$ cat config.mk
export PLATFORM = sky130hd
export DESIGN_NAME = vga_scan_gen
export DESIGN_NICKNAME = d
export VERILOG_FILES = /design/src/rtl/vga_timing_pkg.sv /design/src/rtl/pix_en_div.sv /design/src/rtl/vga_scan_gen.sv
export SDC_FILE = /design/constraint.sdc
export NUM_CORES = 1
export LEC_CHECK = 0
export BUFFER_PORTS_ARGS = -buffer_cell sky130_fd_sc_hd__buf_2
export CAP_MARGIN = 5
export CORE_ASPECT_RATIO = 0.7
export CORE_MARGIN = 1.5
export CORE_UTILIZATION = 48
export CTS_BUF_LIST = sky130_fd_sc_hd__clkbuf_16
export DETAILED_ROUTE_END_ITERATION = 10
export GPL_TIMING_DRIVEN = 0
export MAX_ROUTING_LAYER = met4
export PLACE_DENSITY = 0.78
export SETUP_SLACK_MARGIN = 0.3
export SLEW_MARGIN = 20
export SYNTH_ARGS = -nofsm -noshare
export SYNTH_HDL_FRONTEND = slang
export SYNTH_SLANG_ARGS = --single-unit
export TNS_END_PERCENT = 5
$ cat constraint.sdc
create_clock -name clk -period 1.6 [get_ports clk]
set_clock_uncertainty 0.1 [all_clocks]
set_input_delay 0 -clock clk [delete_from_list [all_inputs] [get_ports clk]]
set_output_delay 0 -clock clk [all_outputs]
set_load 0.005 [all_outputs]
$ cat src/rtl/vga_timing_pkg.sv
// 640x480 VGA timing constants and the counter compare points derived from them.
package vga_timing_pkg;

  localparam int unsigned H_VISIBLE = 640;
  localparam int unsigned H_FP      = 16;
  localparam int unsigned H_SYNC    = 96;
  localparam int unsigned H_BP      = 48;
  localparam int unsigned H_TOTAL   = H_VISIBLE + H_FP + H_SYNC + H_BP;

  localparam int unsigned V_VISIBLE = 480;
  localparam int unsigned V_FP      = 10;
  localparam int unsigned V_SYNC    = 2;
  localparam int unsigned V_BP      = 33;
  localparam int unsigned V_TOTAL   = V_VISIBLE + V_FP + V_SYNC + V_BP;

  localparam int unsigned CntW = 10;
  typedef logic [CntW-1:0] cnt_t;

  localparam cnt_t H_LAST       = cnt_t'(H_TOTAL - 1);
  localparam cnt_t H_VIS_END    = cnt_t'(H_VISIBLE);
  localparam cnt_t H_SYNC_FIRST = cnt_t'(H_VISIBLE + H_FP);
  localparam cnt_t H_SYNC_LAST  = cnt_t'(H_VISIBLE + H_FP + H_SYNC - 1);

  localparam cnt_t V_LAST       = cnt_t'(V_TOTAL - 1);
  localparam cnt_t V_VIS_END    = cnt_t'(V_VISIBLE);
  localparam cnt_t V_SYNC_FIRST = cnt_t'(V_VISIBLE + V_FP);
  localparam cnt_t V_SYNC_LAST  = cnt_t'(V_VISIBLE + V_FP + V_SYNC - 1);

  // Inclusive window test used for the sync pulses.
  function automatic logic in_window(cnt_t cnt, cnt_t first, cnt_t last);
    return (cnt >= first) && (cnt <= last);
  endfunction

endpackage

$ cat src/rtl/pix_en_div.sv
// Clock divider producing a one-cycle pixel enable every DIV system clocks.
module pix_en_div #(
  parameter int unsigned DIV = 4
) (
  input  logic clk_i,
  input  logic rst_ni,
  output logic pix_en_o
);

  localparam int unsigned DivW = (DIV > 1) ? $clog2(DIV) : 1;
  localparam logic [DivW-1:0] DivLast = DivW'(DIV - 1);

  logic [DivW-1:0] div_q, div_d;

  always_comb begin
    div_d = (div_q == DivLast) ? '0 : div_q + DivW'(1);
  end

  always_ff @(posedge clk_i) begin
    if (!rst_ni) begin
      div_q <= '0;
    end else begin
      div_q <= div_d;
    end
  end

  // Decoded from the register only, so pix_en is low during and right after reset.
  assign pix_en_o = (div_q == DivLast);

endmodule

$ cat src/rtl/vga_scan_gen.sv
// VGA 640x480 scan generator: pixel/line counters, sync/visible decode and line/frame ticks.
import vga_timing_pkg::*;

module vga_scan_gen #(
  parameter int unsigned DIV = 4
) (
  input  logic       clk,
  input  logic       rst_n,
  output logic       pix_en,
  output logic       hsync,
  output logic       vsync,
  output logic       video_on,
  output logic [9:0] x_pos,
  output logic [8:0] y_pos,
  output logic       line_tick,
  output logic       frame_tick
);

  cnt_t h_cnt_q, h_cnt_d;
  cnt_t v_cnt_q, v_cnt_d;
  logic h_wrap, v_wrap;
  logic line_tick_q, frame_tick_q;

  pix_en_div #(
    .DIV (DIV)
  ) u_pix_en_div (
    .clk_i    (clk),
    .rst_ni   (rst_n),
    .pix_en_o (pix_en)
  );

  // Both wraps are resolved in one next-state so the counters never pass their last value.
  always_comb begin
    h_wrap  = pix_en && (h_cnt_q == H_LAST);
    v_wrap  = h_wrap && (v_cnt_q == V_LAST);
    h_cnt_d = h_cnt_q;
    v_cnt_d = v_cnt_q;
    if (pix_en) begin
      h_cnt_d = h_wrap ? '0 : h_cnt_q + cnt_t'(1);
    end
    if (h_wrap) begin
      v_cnt_d = v_wrap ? '0 : v_cnt_q + cnt_t'(1);
    end
  end

  always_ff @(posedge clk) begin
    if (!rst_n) begin
      h_cnt_q      <= '0;
      v_cnt_q      <= '0;
      line_tick_q  <= 1'b0;
      frame_tick_q <= 1'b0;
    end else begin
      h_cnt_q      <= h_cnt_d;
      v_cnt_q      <= v_cnt_d;
      line_tick_q  <= h_wrap;
      frame_tick_q <= v_wrap;
    end
  end

  always_comb begin
    hsync    = !in_window(h_cnt_q, H_SYNC_FIRST, H_SYNC_LAST);
    vsync    = !in_window(v_cnt_q, V_SYNC_FIRST, V_SYNC_LAST);
    video_on = (h_cnt_q < H_VIS_END) && (v_cnt_q < V_VIS_END);
    x_pos    = (h_cnt_q < H_VIS_END) ? h_cnt_q : '0;
    y_pos    = (v_cnt_q < V_VIS_END) ? v_cnt_q[8:0] : '0;
  end

  assign line_tick  = line_tick_q;
  assign frame_tick = frame_tick_q;

endmodule

==> results_dict.tcl, run 1 <==
set metrics [dict create \
    die_x_um 65.95 \
    grt_max_degree 13 \
    syn_nets 169 \
    nNetsFinal 210 \
    maxCapViolCount 0 \
    crit_required_ns 1.69 \
    power.total_mw 1.199 \
    min_path_type "reg -> reg" \
    path_max_fanout 5 \
    synth_edf_count 0 \
    period_share 1.122 \
    slew_violations 0 \
    ys_ff_latch 24 \
    finalWirelength_um 3551 \
    grt_pass1_vias 1205 \
    fmaxAchievable_mhz 557.1 \
    synthFlopType "dfxtp_1" \
    die_y_um 47.06 \
    ys_seq_area_frac 0.3609 \
    crit_type "reg -> reg" \
    drive_gt1_frac 0.3550 \
    ir_worst_vdd_mv 0.4976 \
    clk_pin_slew_ns 0.06 \
    fillers 199 \
    fin_setup_tns_ns -1.594 \
    multi_input_area_um2 904.6 \
    cts.sinks 24 \
    ff_latch_area_um2 494.2 \
    dpl.hpwl_um 2083 \
    start_kind "flop" \
    fin_ws_ns -0.1949 \
    drc 0 \
    start_util 0.5216 \
    htreeDepth 1 \
    numCtsBuffers 3 \
    maxSlewHeadroom 0.7285 \
    core_um2 2552 \
    synth_warnings 0 \
    grt_pass1_wl_um 5526 \
    cp.arrival_ns 1.89 \
    powerDensity_nw_per_um2 662.0 \
    synth_area_um2 1331 \
    portBuffers 26 \
    ys_types 36 \
    yosys.area.top_type_share 0.3609 \
    gp_congestion 0.8891 \
    row_count 15 \
    grt_use_total 0.2473 \
    cts_tree "yes" \
    io_pins 27 \
    wl_per_cell_um 15.18 \
    clockBufferDepth 2 \
    rsz0062_at_grt "yes" \
    overflow 0 \
    antenna_found_initial 0 \
    diodes 0 \
    die_area_um2 3103 \
    end_kind "flop" \
    synth_top_area_cell "dfxtp_1" \
    hold_viol 0 \
    worst_pin_slew_ns 0.4072 \
    worstSkewPairLatency_ns 0.25 \
    violations "negative setup slack" \
    final_cell_mix "buf_2 (27), and2_1 (19), dfxtp_1 (17), nand2_1 (14)" \
    period_minus_slack_ns 1.795 \
    syn_area_per_cell_um2 8.269 \
    ys_async_sr_fraction 0 \
    postRouteAntennaNets 0 \
    first_iter_violations 120 \
    vias 1337 \
    via_per_inst 5.714 \
    total_leakage_power_nw 0.7285 \
    setup_viol 12 \
    area_growth_pct 36.09 \
    yosys-top-cells-area "dfxtp_1 (36%), and2_1 (9.4%), ha_1 (5.6%)" \
    mostFrequentLayoutCell "buf_2" \
    outcome "finished, violations left" \
    synth_cells 161 \
    root_buffer "clkbuf_16" \
    dr.pass1.iters 4 \
]
-- final timing paths --
| path | from | to | slack (ns) | cells past startpoint |
|---|---|---|---|---|
| setup reg to reg | u_pix_en_div.div_q[0] | v_cnt_q[7] | -0.19 | 7 |
| hold / removal | u_pix_en_div.div_q[0] | u_pix_en_div.div_q[0] | 0.33 | 1 |
| hold reg to reg | u_pix_en_div.div_q[0] | u_pix_en_div.div_q[0] | 0.33 | 1 |
| setup / recovery | u_pix_en_div.div_q[0] | v_cnt_q[7] | -0.19 | 7 |
-- logic make-up (layout without fill, tap and decap cells) --
kind of cell,Yosys count,count (layout),share of synthesized area
simple gates,86,87,0.3741
flops,24,24,0.3609
compound gates,23,23,0.1081
buf+inv,14,52,0.04792
xor+xnor,8,8,0.05263
fa+ha+maj,6,6,0.05639
-- synthesized netlist by cell type, drive strengths merged (3+ instances only) --
| library cell | count |
|---|---|
| nor3 | 7 |
| a21boi | 3 |
| a21oi | 8 |
| o21ai | 4 |
| xor2 | 3 |
| nand4 | 7 |
| buf | 5 |
| nor2b | 3 |
| clkbuf | 3 |
| xnor2 | 5 |
| or4 | 3 |
| nor2 | 10 |
| dfxtp | 24 |
| nand2 | 15 |
| nand3 | 8 |
| and2 | 20 |
| inv | 6 |
| ha | 6 |
| o31ai | 4 |
-- cell type report --
class / count / area share
Timing Repair Buffer: 35 / 0.1126
Buffer: 8 / 0.03798
Tap cell: 34 / 0.02348
Inverter: 6 / 0.01243
Multi-Input combinational cell: 124 / 0.4993
Clock buffer: 3 / 0.04144
Sequential cell: 24 / 0.2728
-- metrics by stage --
step | utilization | worst slack (ns) | cell area [um2] | instances | hold slack, ns
detailed placement | 0.5980 | -0.4328 | 1526 | 221 | 0.1648
global placement | 0.5980 | -0.3696 | 1526 | 221 | 0.1474
floorplan | - | -0.1540 | 1354 | 161 | 0.03648
CTS | 0.6853 | -0.1826 | 1749 | 233 | 0.3333
global route | 0.7098 | -0.2728 | 1812 | 234 | 0.3459
finish | 0.7098 | -0.1949 | 1812 | 234 | 0.3290
-- sequential cells by signal, summed over array words and instances, names as in the netlist --
register,cells
v_cnt_q,10
u_pix_en_div.div_q,2
line_tick,1
h_cnt_q,10
frame_tick,1
-- critical path: stages, from the launching register on --
cell and delay, ns:
dfxtp_2 0.34, ha_4 0.13, buf_6 0.09, and4_1 0.18, buf_6 0.14, nand4_4 0.14, or4b_1 0.49, a21oi_1 0.14
-- per-layer routing --
metal,GRT usage,vias to the layer above,part of all wire
met3,0.05755,9,0.058
li1,-,647,-
met4,0.06531,0,0.020
met2,0.4081,45,0.49
met5,-,-,0
met1,0.3122,636,0.43
-- power breakdown --
group | switching, mW | internal (mW) | total, mW | leakage [nW]
Sequential | 0.00741 | 0.606 | 0.613 | 0.197
Clock | 0.199 | 0.330 | 0.530 | 0.0370
Combinational | 0.0274 | 0.0290 | 0.0564 | 0.494
Total | 0.234 | 0.965 | 1.20 | 0.729
-- what timing repair did --
action                                  CTS  global route
hold buffers                              1             0
hold endpoints to repair                  9             0
cloned                                    1             0
setup buffers                             7             1
endpoints found under the setup margin   41            42
gates resized for setup                  25            15
pin swaps                                 9             5
(Power assumes the default switching activity.)
==> run 2, diff against run 1 <==
--- a/config.mk
+++ b/config.mk
@@ -9,12 +9,12 @@
 export CAP_MARGIN = 5
 export CORE_ASPECT_RATIO = 0.7
 export CORE_MARGIN = 1.5
-export CORE_UTILIZATION = 48
+export CORE_UTILIZATION = 55
 export CTS_BUF_LIST = sky130_fd_sc_hd__clkbuf_16
 export DETAILED_ROUTE_END_ITERATION = 10
 export GPL_TIMING_DRIVEN = 0
 export MAX_ROUTING_LAYER = met4
-export PLACE_DENSITY = 0.78
+export PLACE_DENSITY = 0.84
 export SETUP_SLACK_MARGIN = 0.3
 export SLEW_MARGIN = 20
 export SYNTH_ARGS = -nofsm -noshare
==> constraint.sdc (replaced) <==
create_clock -name clk -period 2.3 [get_ports clk]
set_clock_uncertainty 0.1 [all_clocks]
set_input_delay 0 -clock clk [delete_from_list [all_inputs] [get_ports clk]]
set_output_delay 0 -clock clk [all_outputs]
set_load 0.005 [all_outputs]
==> run 2 against run 1 <==
The flow now finishes without violations. Via count fell by 1.7%. Power is 30% lower. Critical path depth increased by 1. Fmax is 11% lower. Utilization increased by 3.2 points. Critical endpoint is now v_cnt_q[8]. Largest cell class unchanged. Highest routed layer unchanged.
==> results_dict.tcl, run 2 (same netlist as run 1, synthesis figures left out) <==
set metrics [dict create \
    maxCapViolCount 0 \
    grt_pass1_wl_um 5299 \
    grt_use_total 0.2701 \
    worst_pin_slew_ns 0.6004 \
    total_leakage_power_nw 0.6620 \
    grt_pass1_vias 1150 \
    postPlaceCellArea_um2 1501 \
    clk_pin_slew_ns 0.06 \
    crit_slowest_cell "o31ai_1" \
    cp.arrival_ns 2.06 \
    min_path_type "reg -> reg" \
    use_met2 0.4126 \
    fin_ws_ns 0.2840 \
    vias 1314 \
    htreeDepth 1 \
    rsz0062_at_grt "yes" \
    postRouteAntennaNets 0 \
    slew_violations 0 \
    post-place-ws_ns 0.2298 \
    period_share 0.8765 \
    io_pins 27 \
    powerDensity_nw_per_um2 505.9 \
    via_per_inst 5.840 \
    fin_setup_tns_ns 0 \
    end_kind "flop" \
    portBuffers 26 \
    fin_util 0.7418 \
    power.total_mw 0.8350 \
    cts.sinks 24 \
    setup_viol 0 \
    final_cell_mix "buf_2 (28), dfxtp_1 (22), and2_1 (20), nand2_1 (15), nor2_1 (10)" \
    crit_type "reg -> reg" \
    worstSkewPairLatency_ns 0.26 \
    clockBufferDepth 2 \
    finalWirelength_um 3471 \
    dpl.hpwl_um 2167 \
    core_um2 2225 \
    path_cells "ha_2 > buf_6 > and4_1 > buf_6 > nand4_4 > buf_4 > o31ai_1 > a21oi_2" \
    start_kind "flop" \
    antenna_found_initial 0 \
    gp_congestion 0.8950 \
    start_util 0.5984 \
    max_stage_delay_ns 0.36 \
    nNetsFinal 202 \
    fmaxAchievable_mhz 496.0 \
    drive_gt1_frac 0.2435 \
    die_x_um 61.81 \
    grt_use_met1 0.3477 \
    overflow 0 \
    die_area_um2 2729 \
    grt.busiest_layer "met2" \
    gr-usage-met3 0.06725 \
    first_iter_violations 81 \
    fillers 179 \
    root_buffer "clkbuf_16" \
    ir_worst_vdd_mv 0.5164 \
    crit_required_ns 2.34 \
    dr.pass1.iters 4 \
    drc 0 \
    hold_viol 0 \
    period_minus_slack_ns 2.016 \
    outcome "complete, no violations" \
    area_growth_pct 23.97 \
    path_max_fanout 10 \
    numCtsBuffers 3 \
    postLayoutCellArea_um2 1650 \
    cts_tree "yes" \
    maxSlewHeadroom 0.5955 \
    wl_per_cell_um 15.43 \
    row_count 14 \
    grt_max_degree 14 \
    die_y_um 44.16 \
    diodes 0 \
    cts_setup_buffers 0 \
    reg.largest.list "h_cnt_q (10), v_cnt_q (10), u_pix_en_div.div_q (2)" \
    mostFrequentLayoutCell "buf_2" \
    cpMostUsedCell "buf_6" \
]
-- run 2: cell types whose count changed in the layout (fill, tap and decap cells not counted), sizes merged --
cell / before / now
clkbuf: 7 / 6
clkinv: 0 / 1
buf: 38 / 31
-- run 2: power breakdown --
part	switching [mW]	leakage, nW	internal (mW)
Clock	0.144	0.0385	0.232
Sequential	0.00472	0.195	0.422
Combinational	0.0170	0.429	0.0145
Total	0.166	0.662	0.669
-- run 2: metal layers --
layer  vias to the layer above  share of wire
li1                        630              -
met1                       605           0.43
met2                        67           0.47
met3                        12          0.073
met4                         0          0.020
met5                         -              0
-- run 2: worst paths after layout --
path                            depth (start not counted)                     to  slack [ns]                  start
worst min-delay path                                    1  u_pix_en_div.div_q[0]        0.32  u_pix_en_div.div_q[0]
worst max register to register                          8             v_cnt_q[8]        0.28  u_pix_en_div.div_q[0]
worst min register to register                          1  u_pix_en_div.div_q[0]        0.32  u_pix_en_div.div_q[0]
worst max-delay path                                    8             v_cnt_q[8]        0.28  u_pix_en_div.div_q[0]
-- run 2: critical path, delay by kind of cell, from the launching register on --
| kind | cells | cell delay (ns) |
|---|---|---|
| and+or+nand+nor | 2 | 0.34 |
| DFF | 1 | 0.33 |
| AOI/OAI and AO/OA | 2 | 0.45 |
| buffers and inverters | 3 | 0.49 |
| adders and majority gates | 1 | 0.18 |
-- run 2: timing repair --
item / 4_1_cts / 5_1_grt
endpoints found under the setup margin: 8 / 10
cloned: 1 / 0
pin swaps: 1 / 1
resized for setup: 3 / 11
hold buffers: 1 / 0
hold endpoints to repair: 1 / 0
-- run 2: final cells by class --
cell class / instances / area (um2) / share of cell area
Buffer: 8 / 52.55 / 0.03184
Multi-Input combinational cell: 124 / 833.3 / 0.5049
Sequential cell: 24 / 483.0 / 0.2926
Tap cell: 32 / 40.04 / 0.02426
Timing Repair Buffer: 27 / 140.1 / 0.08491
Clock inverter: 1 / 3.754 / 0.002274
Inverter: 6 / 22.52 / 0.01365
Clock buffer: 3 / 75.07 / 0.04549
-- run 2: per-stage QoR --
stage	instances	hold WS (ns)
finish	225	0.3195
global route	225	0.3408
CTS	225	0.3446
detailed placement	219	0.1560
global placement	219	0.1452
floorplan	161	0.03648
